`config.mk`:
```
export PLATFORM = sky130hd
export DESIGN_NAME = pc_sequencer_flat
export DESIGN_NICKNAME = d
export VERILOG_FILES = /design/src/rtl/pc_sequencer_pkg.sv /design/src/rtl/pc_sequencer_if.sv /design/src/rtl/pc_sequencer_ras.sv /design/src/rtl/pc_sequencer.sv /design/src/flat_wrapper.sv
export SDC_FILE = /design/constraint.sdc
export NUM_CORES = 1
export LEC_CHECK = 0
export BUFFER_PORTS_ARGS = -buffer_cell sky130_fd_sc_hd__clkbuf_2
export CORE_MARGIN = 4
export CORE_UTILIZATION = 45
export CTS_CLUSTER_DIAMETER = 30
export DETAILED_ROUTE_END_ITERATION = 6
export PLACE_DENSITY = 0.68
export SETUP_SLACK_MARGIN = 0.3
export SLEW_MARGIN = 15
export SYNTH_ARGS = -nofsm -noshare
export SYNTH_HDL_FRONTEND = slang
export SYNTH_HIERARCHICAL = 1
export SYNTH_SLANG_ARGS = --single-unit
```
`constraint.sdc`:
```
create_clock -name clk -period 11.4 [get_ports clk]
set_clock_uncertainty 0.1 [all_clocks]
set_input_delay 1.71 -clock clk [delete_from_list [all_inputs] [get_ports clk]]
set_output_delay 1.71 -clock clk [all_outputs]
set_load 0.05 [all_outputs]
```
`src/rtl/pc_sequencer_pkg.sv`:
```
// Shared defaults and next-PC source encoding for the fetch-stage PC sequencer.
package pc_pkg;

    localparam int unsigned      ADDR_W_DFLT    = 16;
    localparam logic [15:0]      RESET_VEC_DFLT = 16'h0000;
    localparam logic [15:0]      EXC_VEC_DFLT   = 16'h0004;
    localparam int unsigned      ALIGN_BITS     = 1;

    typedef enum logic [2:0] {
        SEL_SEQ,
        SEL_BR,
        SEL_JMP,
        SEL_RET,
        SEL_EXC
    } next_sel_t;

endpackage

```
`src/rtl/pc_sequencer_if.sv`:
```
// Redirect/handshake bundle between the fetch control and the PC sequencer.
interface pc_sequencer_if
    import pc_pkg::*;
#(
    parameter int unsigned ADDR_W = ADDR_W_DFLT
) ();

    logic              stall;
    logic              fetch_ready;
    logic              branch_taken;
    logic [ADDR_W-1:0] branch_offset;
    logic              jump;
    logic [ADDR_W-1:0] jump_target;
    logic              call;
    logic              ret;
    logic              exc;
    logic [ADDR_W-1:0] pc;
    logic              pc_valid;
    logic              ras_empty;
    logic              ras_full;
    logic              ras_underflow;
    logic              align_fault;

    modport master (
        output stall, fetch_ready, branch_taken, branch_offset, jump, jump_target,
               call, ret, exc,
        input  pc, pc_valid, ras_empty, ras_full, ras_underflow, align_fault
    );

    modport slave (
        input  stall, fetch_ready, branch_taken, branch_offset, jump, jump_target,
               call, ret, exc,
        output pc, pc_valid, ras_empty, ras_full, ras_underflow, align_fault
    );

endinterface

```
`src/rtl/pc_sequencer_ras.sv`:
```
// Circular return-address stack: push on full overwrites the oldest entry,
// push+pop replaces the top, pop on empty raises a one-cycle underflow pulse.
module pc_ras #(
    parameter int unsigned ADDR_W = 16,
    parameter int unsigned DEPTH  = 4
) (
    input  logic              clk,
    input  logic              rst,
    input  logic              clear,
    input  logic              push,
    input  logic              pop,
    input  logic [ADDR_W-1:0] push_data,
    output logic [ADDR_W-1:0] top,
    output logic              empty,
    output logic              full,
    output logic              underflow
);

    localparam int unsigned PTR_W = $clog2(DEPTH);
    localparam int unsigned CNT_W = PTR_W + 1;

    logic [ADDR_W-1:0] mem_q [DEPTH];
    logic [PTR_W-1:0]  wp_q, wp_d, top_idx, wr_idx;
    logic [CNT_W-1:0]  cnt_q, cnt_d;
    logic              wr_en, uf_d, uf_q;

    assign top_idx   = wp_q - PTR_W'(1);
    assign top       = mem_q[top_idx];
    assign empty     = (cnt_q == '0);
    assign full      = (cnt_q == CNT_W'(DEPTH));
    assign underflow = uf_q;

    always_comb begin
        wp_d   = wp_q;
        cnt_d  = cnt_q;
        wr_en  = 1'b0;
        wr_idx = wp_q;
        uf_d   = 1'b0;
        if (clear) begin
            wp_d  = '0;
            cnt_d = '0;
        end else if (push && pop && !empty) begin
            wr_en  = 1'b1;
            wr_idx = top_idx;
        end else if (push) begin
            // Pointer wraps, so a push on full lands on the oldest slot.
            wr_en = 1'b1;
            wp_d  = wp_q + PTR_W'(1);
            if (!full) begin
                cnt_d = cnt_q + CNT_W'(1);
            end
            uf_d = pop;
        end else if (pop) begin
            if (empty) begin
                uf_d = 1'b1;
            end else begin
                wp_d  = top_idx;
                cnt_d = cnt_q - CNT_W'(1);
            end
        end
    end

    always_ff @(posedge clk) begin
        if (rst) begin
            wp_q  <= '0;
            cnt_q <= '0;
            uf_q  <= 1'b0;
        end else begin
            wp_q  <= wp_d;
            cnt_q <= cnt_d;
            uf_q  <= uf_d;
        end
    end

    always_ff @(posedge clk) begin
        if (wr_en) begin
            mem_q[wr_idx] <= push_data;
        end
    end

endmodule

```
`src/rtl/pc_sequencer.sv`:
```
// Fetch-stage program counter with branch/jump/return/exception redirect and a RAS.
// Define PC_ALIGN_CHECK_EN to trap misaligned redirect targets to the exception vector.
module pc_sequencer
    import pc_pkg::*;
#(
    parameter int unsigned          ADDR_W    = ADDR_W_DFLT,
    parameter int unsigned          INC       = 1,
    parameter logic [ADDR_W-1:0]    RESET_VEC = ADDR_W'(RESET_VEC_DFLT),
    parameter logic [ADDR_W-1:0]    EXC_VEC   = ADDR_W'(EXC_VEC_DFLT),
    parameter int unsigned          RAS_DEPTH = 4
) (
    input  logic          clk,
    input  logic          rst,
    pc_sequencer_if.slave bus
);

    logic [ADDR_W-1:0] pc_q, pc_d, pc_inc, br_target, ras_top;
    logic              pc_valid_q, adv;
    logic              ras_push, ras_pop, ras_clear, ras_empty;
    logic              fault_d;
    next_sel_t         sel;

    always_comb begin
        adv       = pc_valid_q & bus.fetch_ready & ~bus.stall;
        pc_inc    = pc_q + ADDR_W'(INC);
        br_target = pc_inc + bus.branch_offset;
        sel       = SEL_SEQ;
        ras_push  = 1'b0;
        ras_pop   = 1'b0;
        fault_d   = 1'b0;

        if (bus.exc) begin
            sel = SEL_EXC;
        end else if (adv) begin
            ras_pop  = bus.ret;
            ras_push = bus.call & (bus.jump | bus.ret);
            if (bus.ret) begin
                // An empty stack falls through to sequential; the RAS flags underflow.
                sel = ras_empty ? SEL_SEQ : SEL_RET;
            end else if (bus.jump) begin
                sel = SEL_JMP;
            end else if (bus.branch_taken) begin
                sel = SEL_BR;
            end
        end

        unique case (sel)
            SEL_EXC: pc_d = EXC_VEC;
            SEL_RET: pc_d = ras_top;
            SEL_JMP: pc_d = bus.jump_target;
            SEL_BR:  pc_d = br_target;
            default: pc_d = adv ? pc_inc : pc_q;
        endcase

`ifdef PC_ALIGN_CHECK_EN
        if ((sel inside {SEL_JMP, SEL_RET, SEL_BR}) && (pc_d[ALIGN_BITS-1:0] != '0)) begin
            fault_d  = 1'b1;
            pc_d     = EXC_VEC;
            ras_push = 1'b0;
            ras_pop  = 1'b0;
        end
`endif

        ras_clear = bus.exc | fault_d;
    end

    always_ff @(posedge clk) begin
        if (rst) begin
            pc_q       <= RESET_VEC;
            pc_valid_q <= 1'b0;
        end else begin
            pc_q       <= pc_d;
            pc_valid_q <= 1'b1;
        end
    end

`ifdef PC_ALIGN_CHECK_EN
    logic fault_q;

    always_ff @(posedge clk) begin
        if (rst) begin
            fault_q <= 1'b0;
        end else begin
            fault_q <= fault_d;
        end
    end

    assign bus.align_fault = fault_q;
`else
    assign bus.align_fault = 1'b0;
`endif

    pc_ras #(
        .ADDR_W (ADDR_W),
        .DEPTH  (RAS_DEPTH)
    ) u_ras (
        .clk       (clk),
        .rst       (rst),
        .clear     (ras_clear),
        .push      (ras_push),
        .pop       (ras_pop),
        .push_data (pc_inc),
        .top       (ras_top),
        .empty     (ras_empty),
        .full      (bus.ras_full),
        .underflow (bus.ras_underflow)
    );

    assign bus.pc        = pc_q;
    assign bus.pc_valid  = pc_valid_q;
    assign bus.ras_empty = ras_empty;

endmodule

```
`src/flat_wrapper.sv`:
```
// flat-port wrapper written by rule: the top's interface ports become plain ports
module pc_sequencer_flat import pc_pkg::*;
#(
    parameter int unsigned          ADDR_W    = ADDR_W_DFLT,
    parameter int unsigned          INC       = 1,
    parameter logic [ADDR_W-1:0]    RESET_VEC = ADDR_W'(RESET_VEC_DFLT),
    parameter logic [ADDR_W-1:0]    EXC_VEC   = ADDR_W'(EXC_VEC_DFLT),
    parameter int unsigned          RAS_DEPTH = 4
)
  (clk, rst, bus_stall, bus_fetch_ready, bus_branch_taken, bus_branch_offset, bus_jump, bus_jump_target, bus_call, bus_ret, bus_exc, bus_pc, bus_pc_valid, bus_ras_empty, bus_ras_full, bus_ras_underflow, bus_align_fault);
  pc_sequencer_if #(.ADDR_W(ADDR_W)) bus_i ();
  input  logic clk;
  input  logic rst;
  input wire logic [$bits(bus_i.stall)-1:0] bus_stall;
  input wire logic [$bits(bus_i.fetch_ready)-1:0] bus_fetch_ready;
  input wire logic [$bits(bus_i.branch_taken)-1:0] bus_branch_taken;
  input wire logic [$bits(bus_i.branch_offset)-1:0] bus_branch_offset;
  input wire logic [$bits(bus_i.jump)-1:0] bus_jump;
  input wire logic [$bits(bus_i.jump_target)-1:0] bus_jump_target;
  input wire logic [$bits(bus_i.call)-1:0] bus_call;
  input wire logic [$bits(bus_i.ret)-1:0] bus_ret;
  input wire logic [$bits(bus_i.exc)-1:0] bus_exc;
  output wire logic [$bits(bus_i.pc)-1:0] bus_pc;
  output wire logic [$bits(bus_i.pc_valid)-1:0] bus_pc_valid;
  output wire logic [$bits(bus_i.ras_empty)-1:0] bus_ras_empty;
  output wire logic [$bits(bus_i.ras_full)-1:0] bus_ras_full;
  output wire logic [$bits(bus_i.ras_underflow)-1:0] bus_ras_underflow;
  output wire logic [$bits(bus_i.align_fault)-1:0] bus_align_fault;
  assign bus_i.stall = bus_stall;
  assign bus_i.fetch_ready = bus_fetch_ready;
  assign bus_i.branch_taken = bus_branch_taken;
  assign bus_i.branch_offset = bus_branch_offset;
  assign bus_i.jump = bus_jump;
  assign bus_i.jump_target = bus_jump_target;
  assign bus_i.call = bus_call;
  assign bus_i.ret = bus_ret;
  assign bus_i.exc = bus_exc;
  assign bus_pc = bus_i.pc;
  assign bus_pc_valid = bus_i.pc_valid;
  assign bus_ras_empty = bus_i.ras_empty;
  assign bus_ras_full = bus_i.ras_full;
  assign bus_ras_underflow = bus_i.ras_underflow;
  assign bus_align_fault = bus_i.align_fault;
  pc_sequencer #(.ADDR_W(ADDR_W), .INC(INC), .RESET_VEC(RESET_VEC), .EXC_VEC(EXC_VEC), .RAS_DEPTH(RAS_DEPTH)) u_core (.clk(clk), .rst(rst), .bus(bus_i));
endmodule
```
==> metrics.md <==
| Metric | Value |
|---|---|
| Met2 Track Usage GR | 31.8% |
| Clk sinks | 87 |
| Hold_buf cts | 0 |
| Status | complete, no violations |
| Initial Util | 45.9% |
| Register area share after synthesis | 47.9% |
| Type of origin of the critical path | input port |
| Grt met1 use | 29.7% |
| Met3 GRT Util | 4.76% |
| Avg Inst Size Synth | 11.7 sq um |
| Initial DRC Count | 388 |
| Delay of the slowest critical-path stage | 0.58 ns |
| Final hold vios | 0 |
| Final ANT Viol Nets | 0 |
| Ports | 62 |
| Final setup violation count | 0 |
| DPL Wire Length | 9370 um |
| # resized after CTS | 0 |
| Cells along the critical path | clkbuf_2, nand3b_4, or2_0, nor2_1, inv_1, fa_1, or4_1, a311oi_1 |
| Busiest metal layer after global routing | met2 |
| Inserted Diodes | 0 |
| Worst skew pair latency | 0.37 ns |
| Sw Pwr | 184 uW |
| Slew HR | 31.0% |
| Reg area | 2380 sq um |
| # H-tree levels | 3 |
| Hold Path Depth | 2 |
| Setup Total Neg Slack | 0 ns |
| Crit path max-delay family | simple AND/OR/NAND/NOR gates |
| Antenna violations before repair | 0 |
| Main synth FF type | edfxtp_1 |
| Worst setup margin | 7.15 ns |
| DRC | 0 |
| VDD IR-drop max | 0.0641 mV |
| Row cnt | 38 |
| Pint | 481 uW |
| Height of the chip | 113 um |
| Mapped cell area | 4970 sq um |
| Most common cell after layout, fill and taps aside | edfxtp_1 |
| Power Dens Cells | 119 nW/um^2 |
| Filler Cells Inserted | 956 |
| Place WS | 6.77 ns |
| PortBufs | 60 |
| Via density | 6.04 |
| CTS Buf Count | 9 |
| Layout cell share with drive strength beyond 1 | 23.5% |
| Die W | 113 um |
| Global-route wire length before repair | 20200 um |
| Yosys reg bits | 87 |
| Reg power frac | 52.8% |
| FMAX | 235 MHz |
| WP data required | 11.58 ns |
| Synth unique cells | 65 |
| Detailed-route via count | 3801 |
| Comb power frac | 15.0% |
| RSZ-0062 raised after global routing | false |
| Ys async rst share | 0% |
| Core area | 10800 sq um |
| Period minus WS final | 4.25 ns |
| Syn_nets | 490 |
| Clk pin slew, worst setup/hold paths | 0.09 ns |
| Multi-input gate area | 2460 sq um |
| Routability congestion estimate | 0.881 |
| R2R cell count | 10 |
| TritonRoute pass-1 iters | 5 |
| Worst Setup End Kind | flop |
| Final Max Tran Viols | 0 |
| Fin crit share | 37.3% |
| Worst-Margin Slew | 1.03 ns |
| Clk pwr share | 32.2% |
| Post-synth EDFFs | 64 |
| Largest net degree at the start of global routing | 24 |
| Crit-path slowest cell | nor2_1 |
| GRT Overall Usage | 20.5% |
| Worst-path maximum fanout | 12 |
| Max clock buf depth | 2 |
| Nets | 548 |
| Die Area | 12800 sq um |
| Sw frac | 27.7% |
| Syn. warnings | 6 |
| Cell count along the critical path | 8 |
| Crit path DAT | 4.42 ns |
| Routed WL | 12900 um |
| Worst min-delay path class | reg2reg |
| WS Path Type | in2reg |
| Drt wl/cell | 20.5 um |
| # Max-Cap Violations | 0 |
| CTS tree | done |
| Synth-to-layout area growth | 12.4% |
| Vias in the first global route | 3638 |
| Commonest cells after routing, fill and taps aside | edfxtp_1, clkbuf_2, a21oi_1, nor2_1 |
| Synthesized instance count | 426 |
| Lkg Pwr | 2.15 nW |
| Postcts setup bufs | 0 |
| Root Buffer | clkbuf_8 |
| WP buf/inv | 2 |
| Gr ovfl total | 0 |
[power groups by stage]
| stage | clock network [mW] | registers [mW] | logic, mW |
|---|---|---|---|
| floorplan | 0 | 0.367 | 0.0586 |
| detailed placement | 0 | 0.358 | 0.0985 |
| finish | 0.214 | 0.351 | 0.100 |
| CTS | 0.217 | 0.351 | 0.0990 |
| global route | 0.230 | 0.351 | 0.109 |
| global placement | 0 | 0.358 | 0.0969 |
[per-stage QoR]
step	power, mW	area, sq um	utilization, %	instances	hold WS, ns
global route	0.690	5590	51.6	629	0.530
global placement	0.455	5400	49.8	613	0.443
detailed placement	0.456	5400	49.8	613	0.467
CTS	0.667	5590	51.6	629	0.479
finish	0.665	5590	51.6	629	0.487
floorplan	0.425	4970	-	426	0.493
[worst reg2reg max path, stage by stage (launching register included)]
cell     delay [ns]
dfxtp_1        0.56
and4_2         0.34
nand4_1        0.28
nor3_1         0.27
xor2_1         0.59
ha_1           0.39
a21o_1         0.17
a21oi_1        0.28
a21oi_1        0.21
mux2i_1        0.25
a21oi_1        0.10
[area by class of cell]
class / count / area share, %
inverter: 8 / 0.537
multi-input combinational: 311 / 43.9
sequential: 87 / 42.6
tap: 140 / 3.13
clock buffer: 9 / 2.21
timing repair buffer: 67 / 6.31
clock inverter: 7 / 1.27
[synth_stat cells, types with 6 or more instances]
master | count | area, sq um
a21oi_1 | 32 | 160
nor2_1 | 27 | 101
inv_1 | 8 | 30.0
nor3_1 | 9 | 45.0
and3_1 | 9 | 56.3
mux2i_1 | 15 | 150
o21ai_0 | 23 | 115
buf_2 | 6 | 30.0
clkbuf_1 | 7 | 26.3
edfxtp_1 | 64 | 1920
mux4_2 | 16 | 360
nand2_1 | 21 | 78.8
nand3_1 | 6 | 30.0
dfxtp_1 | 23 | 460
xnor2_1 | 15 | 131
ha_1 | 21 | 263
xor2_1 | 14 | 123
o221ai_1 | 6 | 52.6
a221oi_1 | 6 | 52.6
a211oi_1 | 8 | 60.1
[registers in the layout, indices dropped and copies added, names as in the netlist]
signal                  cells
u_core/u_ras/underflow      1
u_core/bus.pc              16
u_core/u_ras/mem_q         64
u_core/u_ras/cnt_q          3
u_core/u_ras/wp_q           2
u_core/bus.pc_valid         1
[layer usage]
metal,part of all wire [%],vias to the layer above
met5,0,-
met4,1.4,0
li1,-,1769
met3,7.5,22
met2,45,152
met1,46,1858
[logic make-up (layout without fill, tap and decap cells)]
| family | after synthesis | after routing | share of synthesized area, % |
|---|---|---|---|
| flip-flops | 87 | 87 | 47.9 |
| AO/OA/AOI/OAI | 111 | 111 | 14.8 |
| adder cells (fa/ha/maj) | 23 | 23 | 6.09 |
| XOR/XNOR | 29 | 29 | 5.11 |
| other | 1 | 1 | 0.0754 |
| buffers and inverters | 28 | 91 | 2.82 |
| AND/OR/NAND/NOR | 114 | 114 | 12.5 |
| multiplexers | 33 | 33 | 10.7 |
[final timing paths]
check	startpoint	end	slack (ns)
worst max register to register	u_core/bus.pc[2]$_SDFFE_PP0P_	u_core/bus.pc[13]$_SDFFE_PP0P_	7.74
worst min register to register	u_core/bus.pc[4]$_SDFFE_PP0P_	u_core/bus.pc[4]$_SDFFE_PP0P_	0.49
worst min-delay path	u_core/bus.pc[4]$_SDFFE_PP0P_	u_core/bus.pc[4]$_SDFFE_PP0P_	0.49
worst max-delay path	bus_stall	u_core/u_ras/cnt_q[2]$_SDFFE_PP0P_	7.15
Note: power is estimated with default switching activity, not from simulation.
